### config.mk
export PLATFORM = sky130hd
export DESIGN_NAME = dmem_arbiter
export DESIGN_NICKNAME = d
export VERILOG_FILES = /design/src/rtl/dmem_arbiter_pkg.sv /design/src/rtl/dmem_arbiter_rr_arb2.sv /design/src/rtl/dmem_arbiter.sv
export SDC_FILE = /design/constraint.sdc
export NUM_CORES = 1
export LEC_CHECK = 0
export BUFFER_PORTS_ARGS = -buffer_cell sky130_fd_sc_hd__buf_2
export CELL_PAD_IN_SITES_DETAIL_PLACEMENT = 0
export CELL_PAD_IN_SITES_GLOBAL_PLACEMENT = 1
export CORE_AREA = 4 4 182 96
export DETAILED_ROUTE_END_ITERATION = 8
export DIE_AREA = 0 0 186 100
export PLACE_DENSITY = 0.83
export SLEW_MARGIN = 20
export SYNTH_ARGS = -nofsm -noshare
export SYNTH_HDL_FRONTEND = slang
export SYNTH_SLANG_ARGS = --single-unit
### constraint.sdc
create_clock -name clk -period 1.8 [get_ports clk]
set_clock_uncertainty 0.05 [all_clocks]
set_input_delay 0.18 -clock clk [delete_from_list [all_inputs] [get_ports clk]]
set_output_delay 0.18 -clock clk [all_outputs]
set_load 0.01 [all_outputs]
### src/rtl/dmem_arbiter_pkg.sv
// dmem_pkg: shared sizes and FSM encoding for the data memory arbiter
package dmem_pkg;
    localparam int MEM_BYTES = 1024;
    localparam int WORD_BYTES = 4;
    localparam int MAX_WORD_ADDR = MEM_BYTES - WORD_BYTES;
    typedef enum logic [1:0] {IDLE, ISSUE, WAIT_RD} state_t;
endpackage

### src/rtl/dmem_arbiter_rr_arb2.sv
// rr_arb2: two-way round-robin pick with the last-granted register
module rr_arb2 (
    input  logic clk,
    input  logic reset,
    input  logic req0,
    input  logic req1,
    input  logic take,
    output logic win
);
    logic last_gnt;
    always_comb win = (req0 && req1) ? !last_gnt : req1;
    // reset to port 1 so port 0 wins the first tie
    always_ff @(posedge clk) begin
        if (reset) last_gnt <= 1'b1;
        else if (take) last_gnt <= win;
    end
endmodule

### src/rtl/dmem_arbiter.sv
// dmem_arbiter: serialises two requesters onto the single-port data memory
module dmem_arbiter
    import dmem_pkg::*;
#(
    parameter int ADDR_W = 10,
    parameter int DATA_W = 32,
    parameter int RD_LAT = 1
) (
    input  logic              clk,
    input  logic              reset,
    input  logic              req0,
    input  logic              req1,
    input  logic              we0,
    input  logic              we1,
    input  logic [ADDR_W-1:0] addr0,
    input  logic [ADDR_W-1:0] addr1,
    input  logic [DATA_W-1:0] wdata0,
    input  logic [DATA_W-1:0] wdata1,
    output logic              gnt0,
    output logic              gnt1,
    output logic              err0,
    output logic              err1,
    output logic              rvalid0,
    output logic              rvalid1,
    output logic [DATA_W-1:0] rdata0,
    output logic [DATA_W-1:0] rdata1,
    output logic              mem_enable,
    output logic              mem_rw,
    output logic [ADDR_W-1:0] mem_addr,
    output logic [DATA_W-1:0] mem_wdata,
    input  logic [DATA_W-1:0] mem_rdata
);
    // highest address whose 4-byte word still fits without wrapping
    localparam logic [ADDR_W-1:0] MAX_A = ADDR_W'(2 ** ADDR_W - WORD_BYTES);
    state_t state;
    logic [2:0] cnt;
    logic cmd_port, cmd_rd;
    logic win, w_we, w_ok;
    logic [ADDR_W-1:0] w_addr;
    logic [DATA_W-1:0] w_wdata;
    rr_arb2 u_arb (
        .clk  (clk),
        .reset(reset),
        .req0 (req0),
        .req1 (req1),
        .take (state == IDLE && (req0 || req1)),
        .win  (win)
    );
    always_comb begin
        w_we = win ? we1 : we0;
        w_addr = win ? addr1 : addr0;
        w_wdata = win ? wdata1 : wdata0;
        w_ok = w_addr <= MAX_A;
    end
    always_ff @(posedge clk) begin
        if (reset) begin
            state <= IDLE;
            cnt <= '0;
            cmd_port <= 1'b0;
            cmd_rd <= 1'b0;
            gnt0 <= 1'b0;
            gnt1 <= 1'b0;
            err0 <= 1'b0;
            err1 <= 1'b0;
            rvalid0 <= 1'b0;
            rvalid1 <= 1'b0;
            rdata0 <= '0;
            rdata1 <= '0;
            mem_enable <= 1'b0;
            mem_rw <= 1'b0;
            mem_addr <= '0;
            mem_wdata <= '0;
        end else begin
            gnt0 <= 1'b0;
            gnt1 <= 1'b0;
            err0 <= 1'b0;
            err1 <= 1'b0;
            rvalid0 <= 1'b0;
            rvalid1 <= 1'b0;
            mem_enable <= 1'b0;
            mem_rw <= 1'b0;
            mem_addr <= '0;
            mem_wdata <= '0;
            case (state)
                IDLE: if (req0 || req1) begin
                    state <= ISSUE;
                    cmd_port <= win;
                    cmd_rd <= w_ok && !w_we;
                    gnt0 <= !win;
                    gnt1 <= win;
                    err0 <= !win && !w_ok;
                    err1 <= win && !w_ok;
                    mem_enable <= w_ok;
                    mem_rw <= w_ok && w_we;
                    mem_addr <= w_ok ? w_addr : '0;
                    mem_wdata <= w_ok ? w_wdata : '0;
                end
                ISSUE: begin
                    state <= cmd_rd ? WAIT_RD : IDLE;
                    cnt <= 3'(RD_LAT);
                end
                WAIT_RD: if (cnt == '0) state <= IDLE;
                else begin
                    cnt <= cnt - 3'd1;
                    // last wait cycle: data is valid on mem_rdata now
                    if (cnt == 3'd1) begin
                        rvalid0 <= !cmd_port;
                        rvalid1 <= cmd_port;
                        if (cmd_port) rdata1 <= mem_rdata;
                        else rdata0 <= mem_rdata;
                    end
                end
                default: state <= IDLE;
            endcase
        end
    end
endmodule

# Word-level counts from Yosys, hierarchy flattened
# Cells that the tools add are included.
# totals
reg_bits	122
input_bits	122
out_inout_bits	114
wordCells	65
# classes
addsub	1
magnitude_cmp	1
n_eq_ne	6
mux	10
bitwise	7
n_reduce_logical	23
# op_table
op	n
$mux 32	1
$le 10x10->1 const B	1
$mux 10	1
$reduce_and 4->1	2
$reduce_or 4->1	2
$not 1->1	7
$logic_and 1x1->1	6
$mux 2	3
$pmux 2 s3	1
$pmux 3 s2	1
$reduce_and 2->1	3
$logic_not 1->1	5
$ne 2x2->1 const B	2
$eq 3x1->1 const B	1
$logic_not 3->1	1
$mux 3	1
$reduce_or 3->1	1
$sub 3x1->3 const B	1
$eq 2x1->1 const B	1
$eq 2x2->1 const B	1
$logic_not 2->1	1
$mux 1	2
$ne 2x1->1 const B	1
$reduce_bool 2->1	1
$logic_or 1x1->1	1

# Longest topological paths before layout
# depth
ltp_word	6
ltp_mapped	8
ltp_nobuf	6

# Cells and area by module
# From an unflattened synthesis, not the netlist that was laid out.
# hier_totals
cells_unflattened	502
area_unflattened_um2	4479.3
# modules_own_cells
mod	instances	cells_per_inst	area_each_um2	seq_area_each_um2
dmem_arbiter	1	498	4436.8	2422.3
rr_arb2	1	4	42.5	20.0

# Worst setup path after synthesis
# No wires, ideal clock.
# synth_timing
path_type	reg2reg
from	register cnt[0]
to	register rdata1[2]
setup_ns	0.128
arrival_time_ns	1.546
t_required_ns	1.622
setup_slack_ns	0.076
stages_incl_launch_ff	8
path_buffers	1
synth_period_minus_slack_ns	1.724
cell_sequence	dfxtp_1 inv_1 ha_1 nor3b_2 nand4_1 buf_2 mux2i_1 nor2_1
# synth_via
elab_chain_len	3
word_cells_on_any_way	4
classes_between	eq/ne (1); bitwise (1); reduce/logical (2)
# synth_rtl
item	line	source
start, declared	dmem_arbiter.sv:36	logic [2:0] cnt;
start signal, assigned	dmem_arbiter.sv:100	cnt <= 3'(RD_LAT);
start signal, assigned	dmem_arbiter.sv:104	cnt <= cnt - 3'd1;
$logic_not 3->1	dmem_arbiter.sv:102	WAIT_RD: if (cnt == '0) state <= IDLE;
$not 1->1 (no line)	-	
$reduce_and 4->1 (no line) (*)	-	
end signal, assigned	dmem_arbiter.sv:109	if (cmd_port) rdata1 <= mem_rdata;
end, declared	dmem_arbiter.sv:26	output logic [DATA_W-1:0] rdata1,
# Mark *: on every way between the ends. The rest lies on a longest branch, timed or not.
# A chain may end at the register's enable or synchronous reset.

# Final worst setup path
# layout_timing
from	input addr0[5]
to	register mem_wdata[13]
# layout_via
elab_chain_len	4
# layout_rtl
item	line	source
start, declared	dmem_arbiter.sv:15	input logic [ADDR_W-1:0] addr0,
$mux 10	dmem_arbiter.sv:51	w_addr = win ? addr1 : addr0;
$le 10x10->1	dmem_arbiter.sv:53	w_ok = w_addr <= MAX_A;
$not 1->1 (no line)	-	
$reduce_or 4->1 (no line)	-	
end signal, assigned	dmem_arbiter.sv:96	mem_wdata <= w_ok ? w_wdata : '0;
end, declared	dmem_arbiter.sv:30	output logic [DATA_W-1:0] mem_wdata,
# Every way passes these cells.

==> impl_metrics.py <==
metrics = {
    "pwr": {
        "p_leak_nw": 3.84,
        "cellPowerDensity_mw_per_mm2": 857,
        "finalPower_mw": 6.62,
        "vdd_ir_drop_max_v": 0.000819,
    },
    "yosys": {
        "synth_area_sq_mm": 0.00437,
        "synth_compound_area_share_pct": 11.6,
        "synthFlopType": "dfxtp_1",
        "avgSynthCellArea_sq_um": 8.63,
        "ys_warn_count": 0,
        "async_flop_share_pct": 0,
        "synthesis.instances": 506,
        "yosysUniqueCellTypes": 33,
        "synth_simple_gate_area_share_pct": 20.4,
        "synth_edf_count": 0,
        "synth_top_family_by_area": "simple AND/OR/NAND/NOR gates",
        "synth_fa_ha_area_share_pct": 0.860,
        "syn_nets": 631,
        "synth_xor_xnor_area_share_pct": 0,
        "ys_ff_latch": 122,
        "synthMuxAreaShare_pct": 7.34,
        "yosysSeqAreaShare_pct": 55.9,
    },
    "finish": {
        "num-fill-cells": 1480,
        "ff_latch_area_sq_mm": 0.00244,
        "post-route-util_pct": 48.4,
        "area_growth_pct": 76.8,
        "layout-drive-gt1-share_pct": 33.5,
        "instances_no_fill": 1090,
        "n_antenna_cell": 0,
        "nets": 993,
        "multiInputGateArea_sq_mm": 0.00179,
    },
    "floorplan": {
        "coreArea_sq_mm": 0.0159,
        "dieArea_sq_mm": 0.0186,
        "start_util_pct": 27.4,
        "fp.dieW_um": 186,
        "rows": 33,
        "io_pins": 236,
        "die_y_um": 100,
    },
    "worst_hold_path": {
        "holdCritPathClass": "in2reg",
        "hold_start": "req1",
    },
    "detailed_routing": {
        "ant_nets": 0,
        "wl_um": 16700,
        "wire_per_inst_um": 15.3,
        "dr.pass1.iters": 6,
        "vias": 4866,
        "drt-initial-drc-count": 228,
        "via_per_inst": 4.46,
        "drc_errors": 0,
    },
    "grt": {
        "grt_max_degree": 72,
        "overflow": 0,
        "grt_pass1_wl_um": 24300,
        "antenna_found_initial": 0,
        "grt_pass1_vias": 4833,
        "grt_use_total_pct": 16.4,
    },
    "clock_network": {
        "path_clk_slew_ps": 50,
        "cts.path.max_buffers": 2,
        "htreeDepth": 4,
        "cts_tree": "yes",
        "cts_made_buffers": 17,
        "root_buffer": "clkbuf_16",
        "clock_latency_ps": 400,
        "cts_sinks": 122,
    },
    "place": {
        "dpl.hpwl_um": 9940,
        "port_buffers": 235,
        "gp_congestion": 0.824,
        "dp_slack_ps": 48.4,
        "dp_cells": 932,
    },
    "timing": {
        "hold_violations": 0,
        "maxSlewHeadroom_pct": 50.3,
        "finalCritPeriodShare_pct": 99.3,
        "fmaxAchievable_ghz": 0.559,
        "period_minus_slack_ps": 1790,
        "fin_ws_ps": 12.6,
        "setup_viol": 0,
        "worstMarginPinSlew_ps": 746,
        "drv_slew": 0,
    },
    "worst_setup_path": {
        "worstSetupPathType": "in2reg",
        "crit_arrival_ps": 2020,
        "cp-startpoint": "addr0[5]",
        "required_ps": 2030,
        "crit_buf_inv": 4,
        "cp_cell_sequence": "dlygate4sd3_1, buf_2, nand4_1, or4_4, o211ai_4, buf_12, clkbuf_16, a21oi_1",
        "cpLargestDelayFamily": "buffers and inverters",
        "startpoint_type": "input pin",
        "slowest_delay_ps": 570,
        "crit_slowest_cell": "or4_4",
        "worstPathMaxFanout": 9,
        "end_kind": "flip-flop",
        "r2r_start": "cnt[0]",
    },
    "run_status": {
        "outcome": "finished, final reports clean",
    },
    "job": {
        "drv_cap": 0,
    },
}
==> metrics by stage <==
step                setup TNS [ps]  instance area, sq um  hold WS [ps]
detailed placement               0                  5810           376
CTS                              0                  7520          31.4
finish                           0                  7720          55.0
global placement                 0                  5810           371
floorplan                        0                  4370           265
global route                 -40.8                  7720          69.4
==> final cells by class <==
cell class	count	share of cell area, %
well taps	210	3.40
clock buffers	22	6.01
repair buffers	374	34.7
clock inverters	9	0.648
flip-flops and latches	122	31.7
inverters	7	0.340
multi-input cells	346	23.2
==> layer usage <==
metal	routed length (um)	up-vias	part of all wire [%]	track usage (%)
li1	-	2389	-	-
met1	8020	2231	48	20.8
met2	6940	224	42	25.4
met3	1500	22	9.0	6.55
met4	240	0	1.4	5.65
met5	0	-	0	0
==> flip-flops by register name, summed over array words and instances, names as in the netlist <==
signal          flops
cmd_port            1
cmd_rd              1
cnt                 3
err0                1
err1                1
gnt0                1
gnt1                1
mem_addr           10
mem_enable          1
mem_rw              1
mem_wdata          32
rdata0             32
rdata1             32
rvalid0             1
rvalid1             1
state               2
u_arb.last_gnt      1
==> logic make-up (layout without fill, tap and decap cells) <==
kind of cell,Yosys count,after routing
AND/OR/NAND/NOR,219,219
flip-flops,122,122
AO/OA/AOI/OAI,92,92
buffers and inverters,38,412
multiplexers,32,32
adder cells (fa/ha/maj),3,3
==> worst register-to-register path, stage by stage (launching register included) <==
cell and delay (ps):
dfxtp_2 330, inv_2 50, ha_4 160, nor3b_4 260, nand4_1 160, buf_6 170, clkbuf_16 170, mux2i_2 200
nor2_1 70
==> cell usage after synthesis (all sizes together) (2+ instances only) <==
master,n,share of area (%)
mux2i,32,7.3
o21ai,4,0.46
nor2,41,3.5
nand4,4,0.57
a21oi,79,9.1
nor3,3,0.34
or3,2,0.29
o211ai,3,0.83
inv,7,0.60
nand3,2,0.23
buf,12,1.6
nor3b,2,0.46
clkbuf,19,1.6
nand2,157,13
dfxtp,122,56
ha,3,0.86
==> final timing paths <==
check                   endpoint  slack [ps]  depth (start not counted)
hold reg to reg        rdata0[2]         400                          2
setup reg to reg      rdata1[26]          40                          8
setup / recovery   mem_wdata[13]          10                          8
hold / removal    u_arb.last_gnt          50                          3
==> where the power goes <==
group	switching [mW]	internal, mW	total, mW
combinational	0.378	0.438	0.816
clock	1.18	1.80	2.99
sequential	0.0307	2.78	2.81
total	1.59	5.02	6.62
==> placed cells by master, fill, tap and decap left out, types with 2 or more instances in the layout <==
master / Yosys / layout
nand3_1: 2 / 2
dlygate4sd3_1: 0 / 119
nor2_1: 41 / 40
nand2_1: 157 / 157
clkbuf_8: 0 / 2
ha_1: 3 / 2
clkbuf_16: 0 / 22
buf_6: 0 / 5
or3_1: 2 / 2
buf_4: 4 / 8
o21ai_0: 4 / 4
a21oi_1: 79 / 79
clkbuf_1: 19 / 3
nor3_1: 3 / 3
dfxtp_1: 122 / 121
inv_2: 0 / 2
buf_12: 0 / 4
mux2i_2: 0 / 2
buf_2: 8 / 233
inv_1: 7 / 5
clkinvlp_4: 0 / 2
nand4_1: 4 / 4
mux2i_1: 32 / 30
clkinv_2: 0 / 7
o211ai_1: 2 / 2
==> timing repair <==
item | CTS | global route
setup endpoints to repair | 0 | 82
gates resized for setup | 0 | 13
hold buffers | 119 | 0
setup buffers | 0 | 3
hold endpoints to repair | 109 | 0
No activity file was read; power rests on OpenSTA's default activity.
